<file path="config.mk">
export PLATFORM = sky130hd
export DESIGN_NAME = alu_issue
export DESIGN_NICKNAME = d
export VERILOG_FILES = /design/src/rtl/alu_pkg.sv /design/src/rtl/alu.sv /design/src/rtl/alu_issue.sv
export SDC_FILE = /design/constraint.sdc
export NUM_CORES = 1
export LEC_CHECK = 0
export CAP_MARGIN = 15
export CORE_MARGIN = 3
export CORE_UTILIZATION = 35
export DETAILED_ROUTE_END_ITERATION = 10
export PLACE_DENSITY_LB_ADDON = 0.05
export SLEW_MARGIN = 15
export SYNTH_ARGS = -nofsm -noshare
export SYNTH_HDL_FRONTEND = slang
export SYNTH_SLANG_ARGS = --single-unit
</file>
<file path="constraint.sdc">
create_clock -name clk -period 1.82 [get_ports clk]
set_input_delay 0.455 -clock clk [delete_from_list [all_inputs] [get_ports clk]]
set_output_delay 0.455 -clock clk [all_outputs]
set_load 0.02 [all_outputs]
</file>
<file path="src/rtl/alu_pkg.sv">
`default_nettype none
// +----------------------------------------------------------------------+
// | Module : alu_pkg                                                     |
// | Brief  : Op codes, flag bit positions and condition codes shared by  |
// |          the ALU issue block and its combinational ALU.              |
// | Rev    : 1.0                                                         |
// +----------------------------------------------------------------------+
package alu_pkg;

  typedef enum logic [2:0] {
    OP_PLUS  = 3'd0,
    OP_MINUS = 3'd1,
    OP_AND   = 3'd2,
    OP_OR    = 3'd3,
    OP_XOR   = 3'd4,
    OP_SHL   = 3'd5,
    OP_SHR   = 3'd6,
    OP_SAR   = 3'd7
  } alu_op_e;

  // Flag word is {C,V,S,Z}
  localparam int FLAG_C = 3;
  localparam int FLAG_V = 2;
  localparam int FLAG_S = 1;
  localparam int FLAG_Z = 0;

  typedef enum logic [2:0] {
    COND_ALWAYS = 3'd0,
    COND_Z      = 3'd1,
    COND_NZ     = 3'd2,
    COND_C      = 3'd3,
    COND_NC     = 3'd4,
    COND_S      = 3'd5,
    COND_V      = 3'd6,
    COND_SXV    = 3'd7
  } cond_e;

  // Evaluate a condition code against a flag word
  function automatic logic eval_cond(input logic [2:0] c, input logic [3:0] f);
    logic r;
    r = 1'b0;
    case (cond_e'(c))
      COND_ALWAYS: r = 1'b1;
      COND_Z:      r = f[FLAG_Z];
      COND_NZ:     r = ~f[FLAG_Z];
      COND_C:      r = f[FLAG_C];
      COND_NC:     r = ~f[FLAG_C];
      COND_S:      r = f[FLAG_S];
      COND_V:      r = f[FLAG_V];
      COND_SXV:    r = f[FLAG_S] ^ f[FLAG_V];
      default:     r = 1'b0;
    endcase
    return r;
  endfunction

endpackage
`default_nettype wire

</file>
<file path="src/rtl/alu.sv">
`default_nettype none
// +----------------------------------------------------------------------+
// | Module : alu                                                         |
// | Brief  : 16-bit combinational ALU producing a result and {C,V,S,Z}.  |
// | Rev    : 1.0                                                         |
// +----------------------------------------------------------------------+
module alu
  import alu_pkg::*;
(
  input  logic [2:0]  sel,
  input  logic [15:0] a,
  input  logic [15:0] b,
  output logic [15:0] result,
  output logic [3:0]  flags
);

  logic [16:0] sum;
  logic [16:0] diff;
  logic [3:0]  shamt;

  assign sum   = {1'b0, a} + {1'b0, b};
  assign diff  = {1'b0, a} - {1'b0, b};
  assign shamt = b[3:0];

  // Operation select plus flag generation; logic ops never set C or V
  always_comb begin
    result = 16'd0;
    flags  = 4'd0;
    case (alu_op_e'(sel))
      OP_PLUS: begin
        result        = sum[15:0];
        flags[FLAG_C] = sum[16];
        flags[FLAG_V] = (a[15] == b[15]) && (sum[15] != a[15]);
      end
      OP_MINUS: begin
        result        = diff[15:0];
        // diff[16] set means the subtraction borrowed (a < b unsigned)
        flags[FLAG_C] = diff[16];
        flags[FLAG_V] = (a[15] != b[15]) && (diff[15] != a[15]);
      end
      OP_AND:  result = a & b;
      OP_OR:   result = a | b;
      OP_XOR:  result = a ^ b;
      OP_SHL:  result = a << shamt;
      OP_SHR:  result = a >> shamt;
      OP_SAR:  result = $unsigned($signed(a) >>> shamt);
      default: result = 16'd0;
    endcase
    flags[FLAG_S] = result[15];
    flags[FLAG_Z] = (result == 16'd0);
  end

endmodule
`default_nettype wire

</file>
<file path="src/rtl/alu_issue.sv">
`default_nettype none
// +----------------------------------------------------------------------+
// | Module : alu_issue                                                   |
// | Brief  : Accepts ALU requests, computes them in one pass, queues the |
// |          results in a 2-entry FIFO and keeps a condition-flag reg.   |
// | Rev    : 1.0                                                         |
// +----------------------------------------------------------------------+
module alu_issue
  import alu_pkg::*;
(
  input  logic        clk,
  input  logic        rst,
  input  logic        in_valid,
  output logic        in_ready,
  input  logic [2:0]  in_sel,
  input  logic [15:0] in_a,
  input  logic [15:0] in_b,
  input  logic [3:0]  in_tag,
  input  logic        in_setf,
  output logic        out_valid,
  input  logic        out_ready,
  output logic [15:0] out_result,
  output logic [3:0]  out_flags,
  output logic [3:0]  out_tag,
  input  logic [2:0]  cond,
  output logic        cond_true,
  output logic [3:0]  flags_q
);

  logic [15:0] alu_result;
  logic [3:0]  alu_flags;

  logic [15:0] mem_result [2];
  logic [3:0]  mem_flags  [2];
  logic [3:0]  mem_tag    [2];
  logic        wr_ptr;
  logic        rd_ptr;
  logic [1:0]  count;
  logic        push;
  logic        pop;

  alu u_alu (
    .sel    (in_sel),
    .a      (in_a),
    .b      (in_b),
    .result (alu_result),
    .flags  (alu_flags)
  );

  // Handshake is derived from count only, so out_ready never reaches in_ready
  assign in_ready  = (count < 2'd2);
  assign out_valid = (count != 2'd0);
  assign push      = in_valid && in_ready;
  assign pop       = out_valid && out_ready;

  assign out_result = mem_result[rd_ptr];
  assign out_flags  = mem_flags[rd_ptr];
  assign out_tag    = mem_tag[rd_ptr];

  // Storage is cleared on reset so the head fields read as zero
  always_ff @(posedge clk or posedge rst) begin
    if (rst) begin
      for (int i = 0; i < 2; i++) begin
        mem_result[i] <= 16'd0;
        mem_flags[i]  <= 4'd0;
        mem_tag[i]    <= 4'd0;
      end
    end else if (push) begin
      mem_result[wr_ptr] <= alu_result;
      mem_flags[wr_ptr]  <= alu_flags;
      mem_tag[wr_ptr]    <= in_tag;
    end
  end

  // Pointers and occupancy; 1-bit pointers wrap naturally from 1 to 0
  always_ff @(posedge clk or posedge rst) begin
    if (rst) begin
      wr_ptr <= 1'b0;
      rd_ptr <= 1'b0;
      count  <= 2'd0;
    end else begin
      if (push) wr_ptr <= ~wr_ptr;
      if (pop)  rd_ptr <= ~rd_ptr;
      case ({push, pop})
        2'b10:   count <= count + 2'd1;
        2'b01:   count <= count - 2'd1;
        default: count <= count;
      endcase
    end
  end

  // Flag register follows acceptance, not the FIFO drain
  always_ff @(posedge clk or posedge rst) begin
    if (rst) begin
      flags_q <= 4'd0;
    end else if (push && in_setf) begin
      flags_q <= alu_flags;
    end
  end

  // Condition evaluation against the architectural flags
  always_comb begin
    cond_true = eval_cond(cond, flags_q);
  end

endmodule
`default_nettype wire

</file>
# == Word level (Yosys, flattened, before mapping) ==
# Index checks and enable logic that the tools add are counted.
# classes
n_addsub,4
multipliers,0
div_mod_pow,0
order_cmp,4
n_eq_ne,20
shifts,3
n_mux,20
bitwise,10
reduce_logical,11
# ops
op,count
$pmux W16 S8,1
$mux W16,4
$bwmux W32,1
$mux W4,7
$eq A3 B3 Y1 const B,8
$add A16 B16 Y17,1
$sub A16 B16 Y17,1
$and A16 B16 Y16,1
$bwmux W8,2
$demux W16 S1,1
$logic_not A16 Y1,1
$or A16 B16 Y16,1
$shl A16 B4 Y16,1
$shr A16 B4 Y16,1
$sshr A16 B4 Y16,1
$xor A16 B16 Y16,1
$eq A3 B2 Y1 const B,4
$pmux W1 S8,1
$pmux W2 S2,2
$eq A3 B1 Y1 const B,2
$logic_and A1 B1 Y1,6
$logic_not A3 Y1,2
$demux W4 S1,1
$ge A2 B2 Y1 const B,2
other kinds (12),19
# word_totals
register_bits,56
latch_bits,0
ramBits,0
romBits,0
input_bits,47
wordCells,82
memories,0

# == Longest topological paths before layout ==
# Gate-level depths: netlist of the first run.
# depth
ltp_word,6
ltp_mapped,14
ltp_nobuf,13

# == By module ==
# Synthesis of the first run repeated with hierarchy kept, for this count alone.
# hier_totals
cells_unflattened,777
hier_area_um2,7059.3
# modules_own_cells
mod,n_inst,cells_per_inst,area_each_um2,seq_area_each_um2
alu,1,613,4566.9,0.0
alu_issue,1,164,2492.4,1401.3

# == Worst setup path after synthesis of the first run ==
# No wires, ideal clock.
# synth_timing
kind,input -> register
startpoint,input in_b[1]
endpoint,register mem_flags[4] (netlist name)
arrival_time_ps,3552
slack_ps,-1842
path_stages,13
path_buffers,2
cell_sequence,buf_2 clkinv_1 clkbuf_1 ha_1 o21bai_1 a31o_2 or4_4 a311o_1 a311oi_1 o311a_2 and3_1 nand4_2 o41ai_1
# synth_via
elab_chain_cells,4
elab_cells_between_ends,11
classes_between,2 x add/sub; 3 x shift; 2 x mux; 3 x bitwise; 1 x reduce/logical
# synth_rtl
item,line_no,text
"start, declared",alu_issue.sv:17,"input logic [15:0] in_b,"
$sub A16 B16 Y17 (tied with other cells),alu.sv:22,"assign diff = {1'b0, a} - {1'b0, b};"
$pmux W16 S8 (*),alu.sv:29,case (alu_op_e'(sel))
$logic_not A16 Y1 (*),alu.sv:50,flags[FLAG_Z] = (result == 16'd0);
$bwmux W8 (*),alu_issue.sv:70,mem_flags[wr_ptr] <= alu_flags;
"end signal, assigned by index",alu_issue.sv:70,
"end, declared",alu_issue.sv:34,logic [3:0] mem_flags [2];
# Mark *: on every way between the ends. The rest lies on a longest branch, timed or not.
# A chain may end at the register's enable or synchronous reset.

# == Worst setup path in the final report of the first run ==
# layout_timing
startpoint,input in_b[0]
endpoint,register mem_flags[0] (netlist name)
# The elaborated chain is that of the path after synthesis.

==> results.ini, run 1 <==
[place]
dp_hpwl_um=21800
place_inst=1343
gp_congestion=0.974
io_buffers=77

[clocking]
cts_sinks=54
cts_htree_levels=2
clockBufferDepth=2
cts-root-buf=clkbuf_16
path_clk_slew_ns=0.08
clk_latency_ns=0.30
cts_tree=built
cts_buffers=5

[logic_synthesis]
avgSynthCellArea_um2=7.97
synth-seq-cells=54
synth_warnings=0
syn_inst=833
ys_async_sr_fraction=1.00
synthDistinctLibCells=80
synth_edf_count=0
synth_nets=932
syn_area_mm2=0.00664
seq_area_frac_synth=0.204
synth_flop_cell=dfrtp_1

[power_and_ir_drop]
p_switching_mw=3.92
vdd_drop_max_uv=757
clockPowerShare=0.118
combPwrFrac=0.673
swShare=0.400
p_per_area_mw_per_mm2=828
internal-power_mw=5.88
p_seq_frac=0.208
p_leak_nw=5.36

[detailed_routing]
drcViolationCount=0
wl_um=29700
drtPass1Iterations=5
num_vias=8110
drt_iter0_drc=544
vias_per_cell=5.72
wl_per_cell_um=20.9
postRouteAntennaNets=0

[worst_hold_path]
hp-class=register to register

[layout]
fillCellCount=1518
drive_above_1_share=0.543
final_cell_mix=buf_4 (255), nand2_1 (121), buf_6 (80)
nNetsFinal=1286
instances_no_fill=1417
layout_commonest_cell=buf_4
diodes=0
area_growth_pct=78.3

[timing]
rsz0062_at_grt=yes
max_freq_ghz=0.335
finalSetupViolCount=67
tns_ns=-29.36
clock_skew_ns=0.0100
period_share=1.64
worstMarginPinSlew_ns=0.629
hold_violations=0
fin_ws_ns=-1.17
maxSlewHeadroom=0.579
post-route-min-period_ns=2.99
slew_viol_final=0
fin_hold_ws_ns=0.480

[die]
die_area_mm2=0.0206
fp.dieW_um=144
core_area_mm2=0.0183
rows=49
start_util=0.363
pin_count=78
die_h_um=144

[run_status]
violations=negative setup slack
status=complete, but fails checks

[worst_setup_path]
startpoint_type=primary input
cp_max_fo=8
critPathArrivalTime_ns=3.19
required_ns=2.02
criticalPathCategory=primary input to register
endpoint_kind=register

[global_route]
grt_pass1_vias=8357
grt_pass1_wl_um=45400
overflow=0
grt_max_degree=37
grtUsageTotal=0.280
antenna_found_initial=0

[flow_run]
maxCapViolCount=0

registers in the layout, indices dropped and copies added, names as in the netlist:
name / count
count: 2
flags_q: 4
mem_flags: 8
mem_result: 30
mem_tag: 8
rd_ptr: 1
wr_ptr: 1
power groups by stage:
stage          Clock, mW  Combinational, mW  Sequential, mW
2_1_floorplan          0               2.81            1.99
5_1_grt             1.23               7.06            2.11
4_1_cts             1.18               6.10            2.05
3_5_place_dp           0               5.10            2.05
6_report            1.16               6.60            2.04
3_3_place_gp           0               5.00            2.00
per-stage QoR:
step           setup slack [ns]   util  cell area (um2)  power (mW)
2_1_floorplan             -1.41      -             7000        4.80
5_1_grt                   -1.21  0.648            11800        10.4
3_5_place_dp              -2.00  0.533             9740        7.15
4_1_cts                   -1.07  0.614            11200        9.33
3_3_place_gp              -1.94  0.533             9740        7.00
6_report                  -1.17  0.648            11800        9.80
worst max-delay path, cell delays in order:
cell       delay (ns)
buf_12           0.12
buf_12           0.14
buf_6            0.11
mux2_4           0.33
mux4_2           0.47
o21a_1           0.21
a2bb2oi_4        0.17
o31ai_4          0.23
and4_1           0.30
and4_4           0.26
nand4_4          0.10
o41ai_2          0.28
synth_stat cells (6+ instances only):
cell,n,area [um2]
a211oi_1,13,97.6
a21oi_1,48,240
a31oi_1,9,56.3
and2_1,9,56.3
and3_1,8,50.1
buf_2,17,85.1
buf_4,8,60.1
clkbuf_1,28,105
dfrtp_1,54,1350
ha_1,50,626
inv_1,52,195
mux2_2,35,394
mux2i_1,17,170
mux4_2,21,473
nand2_1,124,465
nand2b_1,12,75.1
nand3_1,10,50.1
nor2_1,54,203
nor2b_1,12,75.1
nor3_1,18,90.1
o2111ai_1,6,52.6
o211ai_1,12,90.1
o21ai_0,76,380
or2_2,6,37.5
or3_1,6,37.5
xnor2_1,8,70.1
xor2_1,6,52.6
cells by family after synthesis:
kind of cell / share of synthesized area
adder cells (fa/ha/maj): 0.100
AO/OA/AOI/OAI: 0.244
flip-flops: 0.204
AND/OR/NAND/NOR: 0.200
buffers and inverters: 0.0750
XOR/XNOR: 0.0185
multiplexers: 0.159
per-layer routing:
layer / up-vias / wire (um) / GRT usage
met1: 3951 / 12300 / 0.372
met3: 56 / 1860 / 0.0303
met4: 0 / 1000 / 0.0813
li1: 3755 / - / -
met5: - / 0 / 0
met2: 348 / 14500 / 0.482
what timing repair did:
action / 4_1_cts / 5_1_grt
hold buffers: 0 / 0
setup endpoints to repair: 71 / 69
pin swaps: 73 / 83
cloned: 5 / 1
gates resized for setup: 441 / 170
buffers inserted: 53 / 29
area by class of cell:
| type | count | area (um2) | area share |
|---|---|---|---|
| multi-input cells | 665 | 6080 | 0.514 |
| repair buffers | 405 | 3670 | 0.310 |
| flip-flops and latches | 54 | 1350 | 0.114 |
| well taps | 229 | 287 | 0.0242 |
| inverters | 56 | 268 | 0.0226 |
| clock buffers | 6 | 139 | 0.0117 |
| clock inverters | 2 | 38.8 | 0.00328 |
path summary, 6_finish.rpt:
kind	slack, ns	start	endpoint	cells past startpoint
max in group asynchronous	1.08	rst	mem_result[16]$_DFFE_PP0P_	3
worst min-delay path	0.48	mem_result[19]$_DFFE_PP0P_	mem_result[19]$_DFFE_PP0P_	2
worst max register to register	0.29	count[1]$_DFFE_PP0P_	count[1]$_DFFE_PP0P_	5
worst min register to register	0.48	mem_result[19]$_DFFE_PP0P_	mem_result[19]$_DFFE_PP0P_	2
worst max-delay path	-1.17	in_b[0]	mem_flags[0]$_DFFE_PP0P_	12
min in group asynchronous	0.50	rst	count[1]$_DFFE_PP0P_	3
Power figures use the tool's default switching activity.
==> run 2: changes to the inputs <==
- SYNTH_HIERARCHICAL: default -> 1
- clock period: 1.82 -> 3.7 ns (I/O delays scaled with it)
==> results.ini, run 2 <==
[run_status]
status=complete, no violations

[die]
die_area_mm2=0.0219  ; +6.1%
pin_count=78  ; unchanged
fp.dieW_um=148  ; +3.0%
die_h_um=148  ; +3.0%
start_util=0.359  ; -0.00406
rows=51  ; +4.1%
core_area_mm2=0.0197  ; +7.6%

[detailed_routing]
drt_iter0_drc=551  ; +1.3%
vias_per_cell=5.66  ; -1.1%
drcViolationCount=0  ; unchanged
postRouteAntennaNets=0  ; unchanged
drtPass1Iterations=6  ; +1
num_vias=7360  ; -9.2%
wl_per_cell_um=21.6  ; +3.2%
wl_um=28100  ; -5.4%

[layout]
seqCellArea_mm2=0.00140  ; +3.6%
area_growth_pct=46.8
finish.utilization=0.527  ; -0.121
fillCellCount=1888  ; +24%
top_regs=mem_result: 32 flops, mem_flags: 8 flops, mem_tag: 8 flops
multi_input_area_mm2=0.00559  ; -8.0%
fin_area_mm2=0.0104  ; -12%
max_flop_register=mem_result
layout_commonest_cell=buf_4
instances_no_fill=1300  ; -8.3%
nNetsFinal=1134  ; -12%
final_cell_mix=buf_4 (220), mux2_2 (83), dfrtp_1 (56)
diodes=0  ; unchanged
drive_above_1_share=0.454  ; -0.0888
largest_reg_flops=32  ; +6.7%

[clocking]
cts_htree_levels=2  ; unchanged
clockBufferDepth=2  ; unchanged
cts_sinks=56  ; +3.7%
path_clk_slew_ns=0.07  ; about the same
clk_latency_ns=0.30  ; about the same
cts_tree=built
cts-root-buf=clkbuf_16
cts_buffers=5  ; unchanged

[global_route]
grtUsageMet3=0.0331  ; +0.00283
busiest_layer=met2
overflow=0  ; unchanged
grt_pass1_vias=7562  ; -9.5%
met2_usage=0.397  ; -0.0852
grt_max_degree=57  ; +54%
grtUsageTotal=0.252  ; -0.0278
grtUsageMet1=0.368  ; -0.00394
antenna_found_initial=0  ; unchanged
grt_pass1_wl_um=43700  ; -3.8%

[logic_synthesis]
synth_edf_count=0  ; unchanged
synthDistinctLibCells=91  ; +14%
synth_flop_cell=dfrtp_1
synth_warnings=6  ; +6
seq_area_frac_synth=0.199  ; -0.00511
synthTopCellsByCount=mux2_2 (86), dfrtp_1 (56), inv_1 (53)
synth_area_leader_cell=dfrtp_1
synth_nets=876  ; -6.0%
ys_async_sr_fraction=1.00  ; unchanged
synth-seq-cells=56  ; +3.7%
synth_most_common_cell=mux2_2
synth.top_cell.area_share=0.199  ; -0.00511
syn_area_mm2=0.00706  ; +6.4%
syn_inst=777  ; -6.7%
avgSynthCellArea_um2=9.09  ; +14%
synth_area_leaders=dfrtp_1 (20%), mux2_2 (14%), ha_1 (8.9%), mux4_2 (8.0%), mux2i_1 (3.8%)

[timing]
fin_ws_ns=0.0368  ; +1.20 ns
post-route-min-period_ns=3.66
slew_viol_final=0  ; unchanged
hold_violations=0  ; unchanged
max_freq_ghz=0.273
clock_skew_ns=0.00533  ; -0.00470 ns
period_share=0.990
tns_ns=0  ; +29.36 ns
finalSetupViolCount=0  ; -100%
worstMarginPinSlew_ns=0.801  ; +0.172 ns
maxSlewHeadroom=0.465  ; -0.115

[flow_run]
maxCapViolCount=0  ; unchanged

[place]
pre_cts_ws_ns=-0.840  ; +1.16 ns
io_buffers=77  ; unchanged
place_inst=1275  ; -5.1%
dp_hpwl_um=22000  ; +0.89%
gp_congestion=1.00  ; +2.8%
placed_cell_area_mm2=0.00952  ; -2.2%

[worst_hold_path]
hp-class=register to register
hp-start=mem_result[5]$_DFFE_PP0P_

[worst_setup_path]
criticalPathCategory=primary input to register
endpoint_kind=register
critPathArrivalTime_ns=3.90  ; +0.71 ns
cp_max_fo=3  ; -5
worst-r2r-setup-slack_ns=1.89  ; +1.60 ns
required_ns=3.94  ; +1.92 ns
startpoint_type=primary input
crit_start=in_b[1]
timing.rr.start=count[1]$_DFFE_PP0P_

[power_and_ir_drop]
p_per_area_mw_per_mm2=412  ; -50%
p_leak_nw=4.58  ; -14%
vdd_drop_max_uv=381  ; -50%

## run 2: cell count changes in the layout (fill, tap and decap cells not counted), moves of 11 or more
cell and delta:
nand2_1 -72, mux2i_1 +12, mux2_2 +66, mux2_4 -16, o21ai_1 -13, a21oi_2 -11
o21ai_2 -29, buf_4 -35, clkdlybuf4s50_1 +41, buf_6 -73
## run 2: cells by family after synthesis
kind of cell / Yosys count / synth area share
and+or+nand+nor: 206 / 0.155
AOI/OAI and AO/OA: 193 / 0.199
muxes: 140 / 0.258
buffers and inverters: 119 / 0.0815
DFF: 56 / 0.199
adders and majority gates: 52 / 0.0943
xor gates and xnor gates: 11 / 0.0136
## run 2: power by group
part | internal, mW | total (mW) | switching (mW)
logic | 1.39 | 2.60 | 1.21
registers | 0.894 | 1.06 | 0.169
clock network | 0.384 | 0.600 | 0.216
## run 2: per-layer routing
metal  routed length (um)  part of all wire  vias up
met5                    0                 0        -
li1                     -                 -     3429
met2                12900              0.46      255
met1                13000              0.46     3641
met3                 1590             0.057       35
met4                  563             0.020        0
## run 2: stage by stage
step / hold slack [ns] / power, mW
floorplan: 0.474 / 2.50
global route: 0.517 / 4.53
finish: 0.503 / 4.27
detailed placement: 0.490 / 3.54
global placement: 0.481 / 3.49
CTS: 0.506 / 4.23
## run 2: final cells by class
| class | count | share of cell area |
|---|---|---|
| multi-input cells | 602 | 0.539 |
| repair buffers | 313 | 0.253 |
| flip-flops and latches | 56 | 0.135 |
| well taps | 265 | 0.0320 |
| inverters | 57 | 0.0223 |
| clock buffers | 5 | 0.0121 |
| clock inverters | 2 | 0.00580 |
## run 2: path summary, 6_finish.rpt
check | end | cells past startpoint
min in group asynchronous | mem_result[9]$_DFFE_PP0P_ | 3
worst max-delay path | mem_flags[0]$_DFFE_PP0P_ | 15
worst min-delay path | mem_result[5]$_DFFE_PP0P_ | 1
worst max register to register | mem_tag[5]$_DFFE_PP0P_ | 4
worst min register to register | mem_result[5]$_DFFE_PP0P_ | 1
max in group asynchronous | mem_flags[6]$_DFFE_PP0P_ | 3
## run 2: critical path, stage by stage
cell        delay (ns)
buf_2             0.13
clkinvlp_4        0.14
buf_6             0.15
fa_2              0.37
nor2b_2           0.15
o32a_1            0.24
o221ai_2          0.14
a311oi_2          0.27
buf_4             0.19
o2111ai_4         0.14
a2111oi_4         0.34
buf_4             0.17
nand4bb_4         0.13
nor3_4            0.24
mux2_4            0.17
## run 2: repair_timing
| action | 4_1_cts | 5_1_grt |
|---|---|---|
| cloned | 1 | 0 |
| pin swaps | 14 | 28 |
| hold buffers | 0 | 0 |
| setup buffers | 5 | 12 |
| setup endpoints to repair | 28 | 17 |
| resized for setup | 81 | 76 |
